===== src/rtl/fc_pkg.sv =====
// Shared definitions for the FC load sequencer: command codes, FSM state encoding
// and the phase-ordering helpers used by the sequencer FSM.
package fc_pkg;

    localparam int FC_SIZE_W = 21;

    localparam logic [2:0] FC_CMD_IDLE = 3'd0;
    localparam logic [2:0] FC_CMD_FEAT = 3'd1;
    localparam logic [2:0] FC_CMD_BIAS = 3'd2;
    localparam logic [2:0] FC_CMD_WGT  = 3'd3;
    localparam logic [2:0] FC_CMD_RUN  = 3'd4;

    typedef enum logic [2:0] {
        ST_IDLE,
        ST_FEAT,
        ST_BIAS,
        ST_WGT,
        ST_GAP,
        ST_RUN,
        ST_DONE,
        ST_ERR
    } fc_state_t;

    // Next non-skipped phase after 'cur'; any non-load state means "from the start".
    function automatic fc_state_t fc_next_phase(input fc_state_t cur, input logic f_nz,
                                                input logic b_nz, input logic w_nz);
        fc_state_t nxt;
        nxt = ST_RUN;
        case (cur)
            ST_FEAT: begin
                if (b_nz)      nxt = ST_BIAS;
                else if (w_nz) nxt = ST_WGT;
            end
            ST_BIAS: begin
                if (w_nz) nxt = ST_WGT;
            end
            ST_WGT: nxt = ST_RUN;
            default: begin
                if (f_nz)      nxt = ST_FEAT;
                else if (b_nz) nxt = ST_BIAS;
                else if (w_nz) nxt = ST_WGT;
            end
        endcase
        return nxt;
    endfunction

    function automatic logic [2:0] fc_cmd_of(input fc_state_t s);
        case (s)
            ST_FEAT: return FC_CMD_FEAT;
            ST_BIAS: return FC_CMD_BIAS;
            ST_WGT:  return FC_CMD_WGT;
            ST_RUN:  return FC_CMD_RUN;
            default: return FC_CMD_IDLE;
        endcase
    endfunction

    function automatic logic fc_is_busy(input fc_state_t s);
        return !(s == ST_IDLE || s == ST_DONE || s == ST_ERR);
    endfunction

endpackage


===== src/rtl/fc_phase_timer.sv =====
// Per-phase watchdog: counts enabled cycles since the last clear and flags expiry
// on the TIMEOUT_CYCLES-th enabled cycle.
module fc_phase_timer #(
    parameter int TIMEOUT_CYCLES = 1048576
) (
    input  logic PCLK,
    input  logic PRESETB,
    input  logic clear,
    input  logic enable,
    output logic expired
);

    localparam int CNT_W = $clog2(TIMEOUT_CYCLES + 1);
    localparam logic [CNT_W-1:0] LAST = CNT_W'(TIMEOUT_CYCLES - 1);

    logic [CNT_W-1:0] cnt;

    assign expired = enable && !clear && (cnt == LAST);

    always_ff @(posedge PCLK or negedge PRESETB) begin
        if (!PRESETB) begin
            cnt <= '0;
        end else if (clear) begin
            cnt <= '0;
        end else if (enable && !expired) begin
            cnt <= cnt + 1'b1;
        end
    end

endmodule


===== src/rtl/fc_load_sequencer.sv =====
// FC layer load sequencer: walks feature -> bias -> weight loads and the compute run
// from a single start pulse, with per-phase timeout, abort and cycle accounting.
module fc_load_sequencer
    import fc_pkg::*;
#(
    parameter int SIZE_W         = FC_SIZE_W,
    parameter int TIMEOUT_CYCLES = 1048576
) (
    input  logic              PCLK,
    input  logic              PRESETB,
    input  logic              start,
    input  logic              abort,
    input  logic [SIZE_W-1:0] feature_size,
    input  logic [SIZE_W-1:0] bias_size,
    input  logic [SIZE_W-1:0] weight_size,
    input  logic              feature_receive_done,
    input  logic              bias_receive_done,
    input  logic              weight_receive_done,
    input  logic              fc_done,
    input  logic [31:0]       max_index_in,
    output logic [2:0]        receiveCommand,
    output logic [SIZE_W-1:0] receive_size,
    output logic              busy,
    output logic              seq_done,
    output logic              timeout_err,
    output logic [31:0]       clk_counter,
    output logic [31:0]       max_index
);

    fc_state_t         state;
    fc_state_t         nxt;
    fc_state_t         gap_next;
    logic              first_cyc;
    logic              start_ok;
    logic              tmr_en;
    logic              expired;
    logic [SIZE_W-1:0] f_sz, b_sz, w_sz;
    logic [SIZE_W-1:0] sz_f, sz_b, sz_w;
    logic [SIZE_W-1:0] nxt_size;

    assign tmr_en = (state == ST_FEAT) || (state == ST_BIAS) ||
                    (state == ST_WGT)  || (state == ST_RUN);

    fc_phase_timer #(.TIMEOUT_CYCLES(TIMEOUT_CYCLES)) u_timer (
        .PCLK    (PCLK),
        .PRESETB (PRESETB),
        .clear   (!tmr_en),
        .enable  (tmr_en),
        .expired (expired)
    );

    // Sizes seen by the next-state logic: live inputs on the start cycle, latched otherwise.
    always_comb begin
        start_ok = start && !abort && !fc_is_busy(state);
        sz_f     = start_ok ? feature_size : f_sz;
        sz_b     = start_ok ? bias_size    : b_sz;
        sz_w     = start_ok ? weight_size  : w_sz;
        nxt      = state;
        case (state)
            ST_IDLE, ST_DONE, ST_ERR: begin
                if (start_ok) nxt = fc_next_phase(ST_IDLE, |sz_f, |sz_b, |sz_w);
            end
            ST_FEAT: begin
                if (abort)                                   nxt = ST_IDLE;
                else if (!first_cyc && feature_receive_done) nxt = ST_GAP;
                else if (expired)                            nxt = ST_ERR;
            end
            ST_BIAS: begin
                if (abort)                                nxt = ST_IDLE;
                else if (!first_cyc && bias_receive_done) nxt = ST_GAP;
                else if (expired)                         nxt = ST_ERR;
            end
            ST_WGT: begin
                if (abort)                                  nxt = ST_IDLE;
                else if (!first_cyc && weight_receive_done) nxt = ST_GAP;
                else if (expired)                           nxt = ST_ERR;
            end
            ST_GAP: begin
                nxt = abort ? ST_IDLE : gap_next;
            end
            ST_RUN: begin
                if (abort)                      nxt = ST_IDLE;
                else if (!first_cyc && fc_done) nxt = ST_DONE;
                else if (expired)               nxt = ST_ERR;
            end
            default: nxt = ST_IDLE;
        endcase
        case (nxt)
            ST_FEAT: nxt_size = sz_f;
            ST_BIAS: nxt_size = sz_b;
            ST_WGT:  nxt_size = sz_w;
            default: nxt_size = '0;
        endcase
    end

    always_ff @(posedge PCLK) begin
        if (start_ok) begin
            f_sz <= feature_size;
            b_sz <= bias_size;
            w_sz <= weight_size;
        end
    end

    always_ff @(posedge PCLK or negedge PRESETB) begin
        if (!PRESETB) begin
            state          <= ST_IDLE;
            gap_next       <= ST_IDLE;
            first_cyc      <= 1'b0;
            receiveCommand <= FC_CMD_IDLE;
            receive_size   <= '0;
            busy           <= 1'b0;
            seq_done       <= 1'b0;
            timeout_err    <= 1'b0;
            clk_counter    <= '0;
            max_index      <= '0;
        end else begin
            state          <= nxt;
            first_cyc      <= (nxt != state);
            receiveCommand <= fc_cmd_of(nxt);
            receive_size   <= nxt_size;
            busy           <= fc_is_busy(nxt);
            seq_done       <= (nxt == ST_DONE);
            timeout_err    <= (nxt == ST_ERR);
            if (nxt == ST_GAP) begin
                gap_next <= fc_next_phase(state, |f_sz, |b_sz, |w_sz);
            end
            if (start_ok) begin
                clk_counter <= '0;
                max_index   <= '0;
            end else begin
                if (fc_is_busy(state) && clk_counter != 32'hFFFF_FFFF) begin
                    clk_counter <= clk_counter + 32'd1;
                end
                if (state == ST_RUN && nxt == ST_DONE) begin
                    max_index <= max_index_in;
                end
            end
        end
    end

endmodule


===== config.mk =====
export PLATFORM = sky130hd
export DESIGN_NAME = fc_load_sequencer
export DESIGN_NICKNAME = d
export VERILOG_FILES = /design/src/rtl/fc_pkg.sv /design/src/rtl/fc_phase_timer.sv /design/src/rtl/fc_load_sequencer.sv
export SDC_FILE = /design/constraint.sdc
export NUM_CORES = 1
export LEC_CHECK = 0
export BUFFER_PORTS_ARGS = -buffer_cell sky130_fd_sc_hd__buf_2
export CAP_MARGIN = 20
export CORE_ASPECT_RATIO = 0.8
export CORE_MARGIN = 4
export CORE_UTILIZATION = 46
export DETAILED_ROUTE_END_ITERATION = 12
export PLACE_DENSITY = 0.75
export SLEW_MARGIN = 20
export SYNTH_ARGS = -nofsm -noshare
export SYNTH_HDL_FRONTEND = slang
export SYNTH_SLANG_ARGS = --single-unit

===== constraint.sdc =====
create_clock -name PCLK -period 2.95 [get_ports PCLK]
set_input_delay 0.295 -clock PCLK [delete_from_list [all_inputs] [get_ports PCLK]]
set_output_delay 0.295 -clock PCLK [all_outputs]
set_load 0.01 [all_outputs]

### Yosys cells after proc, flatten, opt, wreduce, memory -nomap -nowiden

Index checks and enable logic that the tools add are counted.

| word-level totals | value |
|---|---|
| register bits | 182 |
| input bits | 103 |
| output and inout port bits | 91 |
| word-level logic and storage cells | 97 |

| operators by class | value |
|---|---|
| add/sub/neg operators | 2 |
| equality and inequality tests | 18 |
| multiplexer cells | 30 |
| reduce and logical (&&, ||, !) cells | 33 |

Operator list:

| kind | count |
|---|---|
| 32-bit two-way mux | 4 |
| 21-bit OR reduction | 6 |
| 21-bit two-way mux | 5 |
| 21-bit one-hot mux with 3 select lines | 1 |
| 3-bit two-way mux | 17 |
| 32-bit by 1-bit adder with 32-bit output, second input constant | 1 |
| 32-bit inequality test, second input constant | 1 |
| 3-bit equality test, second input constant | 8 |
| 21-bit by 1-bit adder with 21-bit output, second input constant | 1 |
| 21-bit by 20-bit equality test with 1-bit output, second input constant | 1 |
| 3-bit one-hot mux with 6 select lines | 1 |
| 3-bit by 2-bit equality test with 1-bit output, second input constant | 4 |
| 3-bit one-hot mux with 4 select lines | 1 |
| 1-bit logical AND | 10 |
| 3-bit one-hot mux with 3 select lines | 1 |
| 1-bit logical OR | 7 |
| 3-bit by 1-bit equality test with 1-bit output, second input constant | 2 |
| 3-bit logical NOT | 2 |
| 1-bit logical NOT | 5 |
| 2-bit nonzero test | 2 |
| 3-bit inequality test | 1 |
| 3-bit OR reduction | 1 |
| 2-bit inequality test, second input constant | 1 |

### Depth between registers and ports, before layout

| depth | value |
|---|---|
| word-level depth | 15 |
| depth in mapped cells | 10 |
| gate-level depth less buffers | 9 |

### Cells and area by module

From an unflattened synthesis, not the netlist that was laid out.

| unflattened totals | value |
|---|---|
| cell total of the unflattened synthesis | 832 |
| area, all modules | 8018.9 µm² |

By module, submodules not included:

| module | times used | cells an instance | area each (µm²) | seq. area each (µm²) |
|---|---|---|---|---|
| fc_load_sequencer | 1 | 709 | 6821.5 | 3713.6 |
| fc_phase_timer | 1 | 123 | 1197.4 | 525.5 |

### Worst setup path after synthesis

Ideal clock, no wire load.

| timing | value |
|---|---|
| path kind | flip-flop to flip-flop |
| start point | register state[1] |
| end point | register gap_next[0] |
| library setup time | 0.126 ns |
| arrival | 2.230 ns |
| required time | 2.824 ns |
| setup slack | 0.594 ns |
| cell stages (with the launch flop) | 8 |
| path buffers | 0 |
| clock period less this slack | 2.356 ns |
| path through | dfrtp_1 > nor3_2 > o21ai_2 > or4_1 > o32ai_2 > nor2_2 > or3_1 > o32a_1 |

| between the ends | value |
|---|---|
| longest elaborated chain between the ends | 12 |
| elaborated cells between the ends (all ways) | 38 |
| those cells by class | eq/ne: 8; mux: 18; reduce/logical: 12 |

Ends and longest elaborated chain:

| element | RTL line | text |
|---|---|---|
| start, declared | fc_load_sequencer.sv:30 | `fc_state_t state;` |
| start signal, assigned | fc_load_sequencer.sv:117 | `state <= nxt;` |
| 3-bit equality test / 3-bit logical NOT (equally long branches) | fc_pkg.sv:58, fc_load_sequencer.sv:59 |  |
| 1-bit logical OR (2 in series) | fc_pkg.sv:58 | `return !(s == ST_IDLE \|\| s == ST_DONE \|\| s == ST_ERR);` |
| 1-bit logical AND | fc_load_sequencer.sv:54 | `start_ok = start && !abort && !fc_is_busy(state);` |
| 21-bit two-way mux | n/a |  |
| 21-bit OR reduction | fc_load_sequencer.sv:61 | `if (start_ok) nxt = fc_next_phase(ST_IDLE, \|sz_f, \|sz_b, \|sz_w);` |
| 3-bit two-way mux | fc_pkg.sv:41 | `else if (w_nz) nxt = ST_WGT;` |
| 3-bit two-way mux | fc_pkg.sv:40 | `else if (b_nz) nxt = ST_BIAS;` |
| 3-bit two-way mux | fc_pkg.sv:39 | `if (f_nz) nxt = ST_FEAT;` |
| 3-bit two-way mux | fc_load_sequencer.sv:61 |  |
| 3-bit one-hot mux with 6 select lines | fc_load_sequencer.sv:59 | `case (state)` |
| 3-bit equality test | fc_load_sequencer.sv:124 | `if (nxt == ST_GAP) begin` |
| end signal, assigned | fc_load_sequencer.sv:125 | `gap_next <= fc_next_phase(state, \|f_sz, \|b_sz, \|w_sz);` |
| end, declared | fc_load_sequencer.sv:32 | `fc_state_t gap_next;` |

Several ways; a longest one is shown, not always the timed one.
A chain may end at the register's enable or synchronous reset.

### Final worst setup path

| timing | value |
|---|---|
| start point | register state[1] |
| end point | register receive_size[20] |

| between the ends | value |
|---|---|
| elaborated cells between the ends (all ways) | 40 |
| those cells by class | eq/ne: 10; mux: 18; reduce/logical: 12 |

RTL lines:

| element | RTL line | text |
|---|---|---|
| 3-bit equality test / 3-bit logical NOT (equally long branches) | fc_pkg.sv:58 |  |
| 1-bit logical OR | fc_pkg.sv:58 |  |
| 1-bit logical OR * | fc_pkg.sv:58 |  |
| 1-bit logical AND * | fc_load_sequencer.sv:54 |  |
| 21-bit two-way mux * | n/a |  |
| named net sz_b[20] | fc_load_sequencer.sv:38 | `logic [SIZE_W-1:0] sz_f, sz_b, sz_w;` |
| 21-bit OR reduction | fc_load_sequencer.sv:61 |  |
| 3-bit two-way mux | fc_pkg.sv:40 |  |
| 3-bit two-way mux | fc_pkg.sv:39 |  |
| 3-bit two-way mux | fc_load_sequencer.sv:61 |  |
| 3-bit one-hot mux with 6 select lines | fc_load_sequencer.sv:59 |  |
| 3-bit by 2-bit equality test with 1-bit output / 3-bit by 1-bit equality test with 1-bit output (equally long branches) | fc_load_sequencer.sv:88 | `case (nxt)` |
| 21-bit one-hot mux with 3 select lines * | fc_load_sequencer.sv:88 |  |
| named net nxt_size[20] | fc_load_sequencer.sv:39 | `logic [SIZE_W-1:0] nxt_size;` |
| end signal, assigned | fc_load_sequencer.sv:120 | `receive_size <= nxt_size;` |
| end, declared | fc_load_sequencer.sv:22 | `output logic [SIZE_W-1:0] receive_size,` |

Mark *: on every way through the listed nets, which the timed path passes. The rest lies on a longest branch.

==> reports/summary.md <==
Via count normalized by instance count: 5.46. For met2 alone, demand over resource in global routing was 32.5%. The post-synthesis sequential element count was 182; the pin count of the biggest net entering global routing was 75. The most used routing layer is met1.

After synthesis, the largest area contributor takes up 36.0% of total cell area. The depth of the worst register-to-register path is 8. After legalization and detailed placement, the total HPWL measured 16600 um. The number of flops mapped to enable cells by yosys came out at 0. The H-tree depth was 4.

Cell at the root of the clock tree: sky130_fd_sc_hd__clkbuf_16. A synthesized cell averages 8.75 sq um. For the number of remaining DRC errors, the log shows 0. The tools report the endpoint class of the critical path as a register. The tools report the beginning of the critical path as state[1]$_DFF_PN0_. Leaving out fill and tap cells, the most frequent cell in the layout is sky130_fd_sc_hd__nand2_1.

The via count of the first global-routing pass was 6976. From left edge to right edge, the die measures 158 um. Setup violations remaining at the end of the flow were counted as 0. Category of cells accounting for the largest share of critical-path delay: simple AND/OR/NAND/NOR gates. For the overall via count from detail_route, the log shows 7484. The flow ran to the end, and the final reports show no timing, DRC or antenna violations. The leakage dissipation came out at 0.00504 uW. Sequential cells were found to cover 51.3% of the synthesized design area. The port buffer count works out to 193. The kind of critical path is register to register. At the pin with the least slew margin, the transition time is 1.04 ns. The most critical setup path has its endpoint at receive_size[20]$_DFF_PN0_. The tools report the maximum clock path buffer count as 2. For this design, the slowest cell found on the critical path is sky130_fd_sc_hd__nor2_4. The aggregate routed wire length was 22700 um. Dividing the final minimum period by the clock period gives 91.5%. The clock arrives with 0.00984 ns of skew. The run gives 0 ns as the total negative setup slack.

In the layout the commonest cells are sky130_fd_sc_hd__nand2_1, sky130_fd_sc_hd__buf_2, sky130_fd_sc_hd__dfrtp_1. The worst path needs 2.70 ns of the cycle, external delays included. The type of the worst min-delay path is primary input to register.

Number of warnings issued by yosys: 0. In the synthesized netlist the dominant register cell turns out to be sky130_fd_sc_hd__dfrtp_1. The setup check on the worst reg-to-reg path leaves a slack of 0.25 ns. The post-synthesis cell count came out at 944.

For this run, global-route usage on met1 was measured as 33.8%. Synthesis produced a netlist with a net count of 1049. Static timing analysis puts the maximum clock frequency at 0.371 GHz. For this design the ratio of total power to cell area is 884 nW/um^2.

Number of search-and-repair iterations in the first detailed-routing pass: 5. Data arrives at the worst endpoint at 3.04 ns. Summed over all instances, the cell type with the most area after synthesis is sky130_fd_sc_hd__dfrtp_1.

The run gives 0 as the count of final max-slew check failures. The fraction of registers with async set or reset after synthesis was 65.4%; the endpoint required time on the critical path was 3.29 ns. At the end of routability-driven placement, the weighted congestion stood at 0.923.

In this run the worst path has a maximum fanout of 47. The number of rows in the core area is 43, and the first-pass GRT wire length is 36100 um. In the global route stage, met3 resource usage came out at 6.18%.

The design draws 9060 uW. The number of antenna diodes in the final layout is 0. The max-slew headroom at the worst pin is 30.7%. The origin of the critical flop-to-flop path was state[1]$_DFF_PN0_. The delay of the slowest critical-path stage is 0.82 ns.

TritonCTS built the clock tree. The run gives 17 as the clock buffer count from CTS. After floorplanning, the core was sized to cover 17500 sq um. After clock tree synthesis, the clock-pin slew on the worst setup and hold paths is 0.07 ns.

For this design the top-level I/O count stands at 194. By area the synthesized netlist is led by sky130_fd_sc_hd__dfrtp_1, sky130_fd_sc_hd__dfxtp_1, sky130_fd_sc_hd__nand2_1, sky130_fd_sc_hd__nand3_1, sky130_fd_sc_hd__nor2_1. The initial antenna violation count was 0. The launching element type of the critical path was a register.

The overall die height works out to 128 um. The initial utilization of the core area, before any placement, comes to 47.3%. In this run the number of cells on the critical path is 8. The post-synthesis instance area is 8260 sq um. The count of buffer and inverter cells on the critical path works out to 1. The die covers 20200 sq um.

Cell repeated most along the worst path: sky130_fd_sc_hd__nand2_1. Final hold violation count: 0. Setup repair after global routing left no endpoint under its margin. The wire length per cell is 16.5 um, and the post-synthesis to final-layout area growth is 24.0%.

The global-route usage over all layers is 22.5%, and the number of nets in the final layout is 1238. The number of different library cells in the post-synthesis netlist was 62. Max-cap violations in this run came to 0.

After global routing the overflow that remains totals 0. In this run, the number of DRC markers left after iteration 0 of detailed routing was 602. For the clock sink total, the log shows 182. Traced cell by cell, the critical path runs through and2_1 > nor2_1 > nor2_4 > buf_4 > nand2_1 > nand2_1 > nand4_1 > o31ai_1.

Cells with a size suffix above 1 make up 23.3% of the layout. The peak ir drop on the vdd network is 0.000438 V, and the final antenna-violating net count is 0. The worst register-to-register path ends at receive_size[20]$_DFF_PN0_. The insertion delay of the later-clocked pin in the worst-skew pair came out at 0.43 ns.
## metal layers
layer  vias to the layer above  wire (um)
li1                       3647          -
met1                      3505      10500
met2                       308       9820
met3                        24       2070
met4                         0        261
met5                         -          0
## state kept, by name, indices dropped and copies added (netlist names)
register / count
state: 3
busy: 1
clk_counter: 32
seq_done: 1
receiveCommand: 3
first_cyc: 1
receive_size: 21
b_sz: 21
gap_next: 3
u_timer.cnt: 21
f_sz: 21
timeout_err: 1
w_sz: 21
max_index: 32
## how the worst min path moves through the flow
stage | start | end | slack (ns) | cells past startpoint
detailed placement | PRESETB | clk_counter[22]$_DFFE_PN0P_ | 0.36 | 1
global route | max_index_in[3] | max_index[3]$_DFFE_PN0P_ | 0.09 | 3
global placement | PRESETB | clk_counter[21]$_DFFE_PN0P_ | 0.36 | 1
CTS | weight_size[19] | w_sz[19]$_DFF_P_ | 0.08 | 3
floorplan | PRESETB | busy$_DFF_PN0_ | -0.0006 | 0
finish | weight_size[19] | w_sz[19]$_DFF_P_ | 0.1 | 3
## kinds of logic after synthesis
logic type	count (synthesis)	share of synthesized area, %
muxes	25	3.06
xor gates and xnor gates	38	4.03
AOI/OAI and AO/OA	114	8.92
and+or+nand+nor	488	27.8
buffers and inverters	95	4.56
DFF	182	51.3
adders and majority gates	2	0.303
## synth_stat cells, drive strengths merged, types with 2 or more instances
| library cell | n |
|---|---|
| a211oi | 4 |
| a21o | 2 |
| a21oi | 13 |
| a31oi | 2 |
| and2 | 4 |
| and3 | 10 |
| and4 | 6 |
| buf | 19 |
| clkbuf | 31 |
| dfrtp | 119 |
| dfxtp | 63 |
| ha | 2 |
| inv | 44 |
| mux2 | 2 |
| mux2i | 23 |
| nand2 | 224 |
| nand3 | 56 |
| nand3b | 2 |
| nand4 | 42 |
| nor2 | 69 |
| nor3 | 22 |
| nor3b | 2 |
| nor4 | 34 |
| o2111ai | 2 |
| o211ai | 5 |
| o21ai | 50 |
| o31ai | 22 |
| o32ai | 2 |
| or2 | 2 |
| or3 | 9 |
| or4 | 3 |
| xnor2 | 25 |
| xor2 | 13 |
## per-stage QoR
stage	instances	hold WS (ns)	utilization, %	cell area [sq um]	worst slack (ns)
6_report	1371	0.0960	58.6	10200	0.252
5_1_grt	1371	0.0920	58.6	10200	0.0571
4_1_cts	1370	0.0766	58.4	10200	0.191
3_5_place_dp	1337	0.362	54.8	9580	0.199
3_3_place_gp	1337	0.358	54.8	9580	0.272
2_1_floorplan	944	-0.000591	-	8260	0.594
## worst register-to-register path, delay by kind of cell (launching register included)
kind | cells | cell delay [ns]
DFF | 1 | 0.41
buffers and inverters | 1 | 0.38
and+or+nand+nor | 6 | 1.72
AOI/OAI and AO/OA | 1 | 0.10
## final cells by class
cell class	count	area (sq um)
clock buffers	20	437
clock inverters	12	193
fillers	1540	7240
inverters	45	170
multi-input cells	667	3700
flip-flops and latches	182	4240
well taps	225	282
repair buffers	220	1230
## what timing repair did
item / in CTS / in global routing
resized for setup: 0 / 1
setup endpoints to repair: 0 / 6
hold buffers: 1 / 0
hold endpoints to repair: 46 / 0
buffers inserted: 0 / 0
## report_power, final
part	switching [uW]	total, uW	internal, uW
Combinational	1920	3040	1120
Clock	1000	2450	1440
Sequential	394	3580	3190
Total	3310	9060	5750
No activity file was read; power rests on OpenSTA's default activity.
